==> src/rtl/count_ctrl.sv <==
// rtl/count_ctrl.sv - start/stop/clear/lap key controller for the BCD counter chain
// Optional lap path and LAP state built only when COUNT_CTRL_LAP_EN is defined.

module count_ctrl_debounce #(
    parameter int DEBOUNCE_TICKS = 20
) (
    input  logic i_clk,
    input  logic i_rst_n,
    input  logic i_tick,
    input  logic i_key_n,
    output logic o_press
);
    localparam logic [7:0] LP_LAST = 8'(DEBOUNCE_TICKS - 1);

    logic       r_sync1;
    logic       r_sync2;
    logic       r_stable;
    logic       r_stable_d;
    logic [7:0] r_cnt;

    always_ff @(posedge i_clk or negedge i_rst_n) begin
        if (!i_rst_n) begin
            r_sync1    <= 1'b1;
            r_sync2    <= 1'b1;
            r_stable   <= 1'b1;
            r_stable_d <= 1'b1;
            r_cnt      <= 8'd0;
        end else begin
            r_sync1    <= i_key_n;
            r_sync2    <= r_sync1;
            r_stable_d <= r_stable;
            if (r_sync2 == r_stable) begin
                r_cnt <= 8'd0;
            end else if (i_tick) begin
                // Accept on the tick that brings the count up to DEBOUNCE_TICKS.
                if (r_cnt == LP_LAST) begin
                    r_stable <= r_sync2;
                    r_cnt    <= 8'd0;
                end else begin
                    r_cnt <= r_cnt + 8'd1;
                end
            end
        end
    end

    assign o_press = r_stable_d & ~r_stable;
endmodule

module count_ctrl #(
    parameter int DEBOUNCE_TICKS = 20
) (
    input  logic       clk,
    input  logic       rst_n,
    input  logic       tick,
    input  logic       key_start_n,
    input  logic       key_clear_n,
    input  logic       key_lap_n,
    output logic       cnt_ena,
    output logic       cnt_clr,
    output logic       freeze,
    output logic [1:0] state
);
    typedef enum logic [1:0] {
        IDLE  = 2'b00,
        RUN   = 2'b01,
        PAUSE = 2'b10,
        LAP   = 2'b11
    } state_t;

    state_t r_state;
    logic   r_cnt_clr;
    logic   w_start_raw;
    logic   w_clear_raw;
    logic   w_lap_raw;
    logic   w_start;
    logic   w_clear;
    logic   w_lap;

    count_ctrl_debounce #(.DEBOUNCE_TICKS(DEBOUNCE_TICKS)) u_db_start (
        .i_clk   (clk),
        .i_rst_n (rst_n),
        .i_tick  (tick),
        .i_key_n (key_start_n),
        .o_press (w_start_raw)
    );

    count_ctrl_debounce #(.DEBOUNCE_TICKS(DEBOUNCE_TICKS)) u_db_clear (
        .i_clk   (clk),
        .i_rst_n (rst_n),
        .i_tick  (tick),
        .i_key_n (key_clear_n),
        .o_press (w_clear_raw)
    );

`ifdef COUNT_CTRL_LAP_EN
    count_ctrl_debounce #(.DEBOUNCE_TICKS(DEBOUNCE_TICKS)) u_db_lap (
        .i_clk   (clk),
        .i_rst_n (rst_n),
        .i_tick  (tick),
        .i_key_n (key_lap_n),
        .o_press (w_lap_raw)
    );
    assign freeze = (r_state == LAP);
`else
    logic w_unused_lap;
    assign w_unused_lap = key_lap_n;
    assign w_lap_raw    = 1'b0;
    assign freeze       = 1'b0;
`endif

    // Same-cycle presses: start beats clear beats lap.
    assign w_start = w_start_raw;
    assign w_clear = w_clear_raw & ~w_start_raw;
    assign w_lap   = w_lap_raw & ~w_start_raw & ~w_clear_raw;

    always_ff @(posedge clk or negedge rst_n) begin
        if (!rst_n) begin
            r_state   <= IDLE;
            r_cnt_clr <= 1'b0;
        end else begin
            r_cnt_clr <= 1'b0;
            case (r_state)
                IDLE: begin
                    if (w_start) begin
                        r_state <= RUN;
                    end else if (w_clear) begin
                        r_cnt_clr <= 1'b1;
                    end
                end
                RUN: begin
                    if (w_start) begin
                        r_state <= PAUSE;
                    end else if (w_lap) begin
                        r_state <= LAP;
                    end
                end
                PAUSE: begin
                    if (w_start) begin
                        r_state <= RUN;
                    end else if (w_clear) begin
                        r_state   <= IDLE;
                        r_cnt_clr <= 1'b1;
                    end
                end
                LAP: begin
`ifdef COUNT_CTRL_LAP_EN
                    if (w_start) begin
                        r_state <= PAUSE;
                    end else if (w_lap) begin
                        r_state <= RUN;
                    end
`else
                    r_state <= RUN;
`endif
                end
                default: r_state <= IDLE;
            endcase
        end
    end

    assign cnt_ena = tick & ((r_state == RUN) | (r_state == LAP));
    assign cnt_clr = r_cnt_clr;
    assign state   = r_state;
endmodule

==> config.mk <==
export PLATFORM = sky130hd
export DESIGN_NAME = count_ctrl
export DESIGN_NICKNAME = d
export VERILOG_FILES = /design/src/rtl/count_ctrl.sv
export SDC_FILE = /design/constraint.sdc
export NUM_CORES = 1
export LEC_CHECK = 0
export ABC_CLOCK_PERIOD_IN_PS = 1600
export BUFFER_PORTS_ARGS = -buffer_cell sky130_fd_sc_hd__buf_2
export CELL_PAD_IN_SITES_DETAIL_PLACEMENT = 1
export CELL_PAD_IN_SITES_GLOBAL_PLACEMENT = 2
export CORE_UTILIZATION = 35
export DETAILED_ROUTE_END_ITERATION = 8
export PLACE_DENSITY_LB_ADDON = 0.1
export SLEW_MARGIN = 20
export SYNTH_ARGS = -nofsm -noshare
export SYNTH_HDL_FRONTEND = slang
export SYNTH_HIERARCHICAL = 1
export SYNTH_SLANG_ARGS = --single-unit
==> constraint.sdc <==
create_clock -name clk -period 1.6 [get_ports clk]
set_input_delay 0.32 -clock clk [delete_from_list [all_inputs] [get_ports clk]]
set_output_delay 0.32 -clock clk [all_outputs]
set_load 0.03 [all_outputs]
### Word-level counts from Yosys, hierarchy flattened

Cells that the tools add are included.

| storage, ports and cells | value |
|---|---|
| register bits after elaboration | 27 |
| bits in latches | 0 |
| RAM bits | 0 |
| memory bits (read-only) | 0 |
| output and inout port bits | 5 |
| memories kept | 0 |

| cells by class | value |
|---|---|
| add/sub/neg operators | 2 |
| multipliers | 0 |
| div/mod/pow operators | 0 |
| magnitude comparators | 0 |
| eq/ne operators | 10 |
| shift-type cells | 0 |
| mux-type cells | 14 |
| bitwise gates (word level) | 10 |
| reduce and logical (&&, ||, !) cells | 7 |

Operators with widths:

| kind | number |
|---|---|
| $mux W8 | 6 |
| $add A8 B1 Y8 const B | 2 |
| $eq A8 B5 Y1 const B | 2 |
| $reduce_and A3 Y1 | 3 |
| $mux W2 | 4 |
| $pmux W2 S4 | 1 |
| $not A1 Y1 | 5 |
| $and A1 B1 Y1 | 4 |
| $eq A2 B2 Y1 const B | 2 |
| $ne A2 B2 Y1 const B | 2 |
| $reduce_bool A2 Y1 | 2 |
| $mux W1 | 3 |
| $ne A3 B3 Y1 const B | 1 |
| $eq A1 B1 Y1 | 2 |
| $eq A2 B1 Y1 const B | 1 |
| $logic_not A2 Y1 | 1 |
| $reduce_or A2 Y1 | 1 |
| $or A1 B1 Y1 | 1 |

### Longest topological paths before layout

| depth | value |
|---|---|
| depth after elaboration | 7 |
| gate-level depth with buffers | 6 |
| depth with buffers taken out | 5 |

### Modules after synthesis

The synthesis kept the hierarchy.

By module, submodules not included:

| module | instances | cells an instance | area an instance (um^2) |
|---|---|---|---|
| count_ctrl_debounce | 2 | 55 | 610.6 |
| count_ctrl | 1 | 12 | 128.9 |

### Worst setup path before layout

OpenSTA, ideal clock, no wires.

| timing | value |
|---|---|
| kind | reg-to-reg |
| start | register u_db_clear.r_cnt[0] |
| end | register u_db_clear.r_cnt[4] |
| setup time | 0.082 ns |
| arrival | 1.544 ns |
| data required time | 1.518 ns |
| path slack | -0.026 ns |
| cell stages (with the launch flop) | 7 |
| buffers on the path | 1 |
| path through | dfrtp_1 > ha_1 > nor4b_2 > a311oi_2 > buf_6 > nand2_1 > a31oi_1 |

| on the way | value |
|---|---|
| longest elaborated chain between the ends | 4 |
| elaborated cells on any way between the ends | 5 |
| classes of those cells | add/sub: 1; eq/ne: 1; mux: 3 |

RTL lines:

| item | RTL line | text |
|---|---|---|
| from (decl) | 19 | `logic [7:0] r_cnt;` |
| from (signal assigned) | 40 | `r_cnt <= r_cnt + 8'd1;` |
| $add A8 B1 Y8 / $eq A8 B5 Y1 (equally long branches) | 40, 36 |  |
| $mux W8 * | 36 | `if (r_cnt == LP_LAST) begin` |
| $mux W8 * | 34 | `end else if (i_tick) begin` |
| $mux W8 * | 32 | `if (r_sync2 == r_stable) begin` |

Every way passes the cells marked *; elsewhere a longest branch is shown, timed or not. The select of a mux whose other input is x is not followed.
A chain may end at the register's enable or synchronous reset.

### Worst setup path after layout

| timing | value |
|---|---|
| start | register u_db_start.r_cnt[0] |
| end | register u_db_start.r_cnt[3] |

| on the way | value |
|---|---|
| longest elaborated chain between the ends | 4 |
| elaborated cells on any way between the ends | 5 |
| classes of those cells | add/sub: 1; eq/ne: 1; mux: 3 |

RTL lines:

| item | RTL line |
|---|---|
| from (decl) | 19 |
| from (signal assigned) | 40 |
| $add A8 B1 Y8 / $eq A8 B5 Y1 (equally long branches) | 40, 36 |
| $mux W8 * | 36 |
| $mux W8 * | 34 |
| $mux W8 * | 32 |

Marked as above.

==> flow_summary.ini <==
[cells_and_area]
final_cell_mix = dfrtp_1, buf_4, nand3_1, nand2_1
finalNetCount = 161
syn2layout_area_growth_pct = 23.0
antenna_cells = 0
final_common_cell = dfrtp_1
final_util_pct = 45.0
layout-drive-gt1-share_pct = 42.7

[global_routing]
grt_pass1_vias = 1086
grt_overflow = 0
grt_usage_pct = 16.6
antenna_found_initial = 0
grt_max_degree = 28
grt_pass1_wl_um = 5130

[clock_tree]
numCtsBuffers = 3
cts.htree.levels = 1
cts_root_buf = clkbuf_8
cts_tree = done
cts_sinks = 27
hold_buffers = 0
clk_pin_slew_ps = 90
clkLatencyLatePin_ps = 270
max-clock-path-buffers = 2

[floorplan]
core_mm2 = 0.00369
die_h_um = 64.1
start_util_pct = 36.6
die-area_mm2 = 0.00411
rows = 22
ios = 11
die_w_um = 64.1

[route]
final_antenna_net_count = 0
vias = 1048
wl_per_cell_um = 15.2
drt_iter0_markers = 12
drc = 0
drt_pre_antenna_iters = 4
wl_um = 3010
vias_per_cell = 5.29

[timing]
hold_viol_final = 0
fin_skew_ps = 5.24
worst_pin_slew_ps = 598
setup_ws_ps = -35.0
fin_setup_tns_ps = -55.4
rsz0062_at_grt = true
fmax_mhz = 612
finalSetupViolations = 3
post-route-period-util_pct = 102
maxSlewHeadroom_pct = 60.1
finalCriticalPeriod_ps = 1630
drv_slew = 0

[worst_setup_path]
critPathLaunch = u_db_start/r_cnt[0]$_DFFE_PN0P_
arrival_ps = 1800
reg2reg_from = u_db_start/r_cnt[0]$_DFFE_PN0P_
required_ps = 1770
cp_max_fo = 11
startpoint_type = flop
critical_path_class = flop to flop
end_kind = flop

[synth]
syn_avg_cell_area_um2 = 11.1
syn_nets = 132
ys_types = 31
ys_seq_elements = 27
yosysWarnings = 6
syn_area_mm2 = 0.00135
synth_cells = 122
yosysSeqAreaShare_pct = 50.8

[power]
power_density_mw_per_mm2 = 736
irDropWorstVdd_mv = 0.346
p_leak_nw = 0.757

[run_status]
outcome = complete, but fails checks
violations = negative setup slack

[placed_design]
portBuffers = 8
routabilityCongestion = 0.777
hpwlAfterDp_um = 2170

[hold_path]
hp-class = primary input to asynchronous set/reset pin

[job]
cap_violations = 0
==> cell usage after synthesis <==
cell | count | area share (%)
nor2b_2 | 1 | 0.65
buf_4 | 1 | 0.56
buf_1 | 2 | 0.56
nand3b_1 | 4 | 2.2
conb_1 | 1 | 0.28
nor3_1 | 1 | 0.37
and2b_1 | 2 | 1.1
a311oi_2 | 2 | 2.2
nand3_1 | 10 | 3.7
and4_1 | 2 | 1.3
a22o_2 | 4 | 3.0
dfrtp_1 | 19 | 35
xnor2_1 | 2 | 1.3
nand4_1 | 4 | 1.9
mux2_2 | 4 | 3.3
o21ai_1 | 2 | 0.74
a41oi_1 | 6 | 3.9
nor2_1 | 7 | 1.9
a31oi_1 | 6 | 2.8
nor4b_2 | 2 | 2.2
a21oi_1 | 3 | 1.1
inv_1 | 5 | 1.4
buf_6 | 2 | 1.7
ha_1 | 4 | 3.7
nand2_1 | 10 | 2.8
and3_2 | 2 | 1.1
a21o_2 | 2 | 1.3
and2_1 | 1 | 0.46
a32o_1 | 1 | 0.74
dfstp_2 | 8 | 16
or2_2 | 2 | 0.93
==> timing repair <==
item | CTS | global route
setup endpoints to repair | 13 | 12
pin swaps | 1 | 0
gates resized for setup | 5 | 4
buffers inserted | 1 | 3
==> layer usage <==
layer  track usage, %  wire [um]  vias to the layer above
li1                 -          -                      504
met1             19.2       1300                      527
met2             30.7       1600                       15
met3             3.75         87                        2
met4             4.17         24                        0
met5                0          0                        -
==> critical path: stages, from the launching register on <==
cell and delay [ps]:
dfrtp_1 370, ha_2 200, nor4b_4 240, a311oi_2 130, buf_4 200, a21o_2 190
a22o_2 200
==> metrics by stage <==
stage,std cells,power [mW],area [um2],setup WS (ps),hold slack (ps)
floorplan,122,0.785,1350,10.9,24.4
global placement,190,0.836,1540,-86.0,346
detailed placement,190,0.842,1540,-142,347
CTS,195,1.24,1620,-61.2,57.6
global route,198,1.29,1660,-115,79.1
finish,198,1.22,1660,-35.0,49.7
==> power breakdown <==
part           internal [mW]  switching [mW]  total [mW]
Clock                  0.174           0.207       0.381
Combinational         0.0589          0.0733       0.132
Sequential             0.700         0.00825       0.709
Total                  0.934           0.289        1.22
==> registers in the layout, indices dropped and copies added, names as in the netlist <==
signal                 flops
u_db_clear/r_cnt           8
u_db_start/r_cnt           8
state                      2
cnt_clr                    1
u_db_clear/r_stable        1
u_db_clear/r_stable_d      1
u_db_clear/r_sync1         1
u_db_clear/r_sync2         1
u_db_start/r_stable        1
u_db_start/r_stable_d      1
u_db_start/r_sync1         1
u_db_start/r_sync2         1
==> kinds of logic after synthesis <==
family | Yosys count | share of synthesized area (%)
AND/OR/NAND/NOR | 48 | 20.7
XOR/XNOR | 2 | 1.30
adder cells (fa/ha/maj) | 4 | 3.71
buffers and inverters | 10 | 4.17
AO/OA/AOI/OAI | 26 | 15.8
flip-flops | 27 | 50.8
multiplexers | 4 | 3.34
other | 1 | 0.278
==> layout make-up <==
cell class                      count  area [um2]
Clock inverter                      1        5.00
Tap cell                           48        60.1
Sequential cell                    27         686
Multi-Input combinational cell     85         641
Inverter                            5        18.8
Fill cell                         426        2030
Clock buffer                        3        41.3
Timing Repair Buffer               29         209
==> worst paths after layout <==
kind | endpoint | slack, ps | cells after the start
worst max-delay path | u_db_start/r_cnt[3]$_DFFE_PN0P_ | -30 | 6
worst min-delay path | u_db_clear/r_cnt[3]$_DFFE_PN0P_ | 50 | 1
worst max register to register | u_db_start/r_cnt[3]$_DFFE_PN0P_ | -30 | 6
worst min register to register | u_db_start/r_sync2$_DFF_PN1_ | 360 | 0
max in group asynchronous | state[1]$_DFFE_PN0P_ | 1160 | 1
min in group clk | u_db_start/r_sync1$_DFF_PN1_ | 140 | 1
No activity file was read; power rests on OpenSTA's default activity.
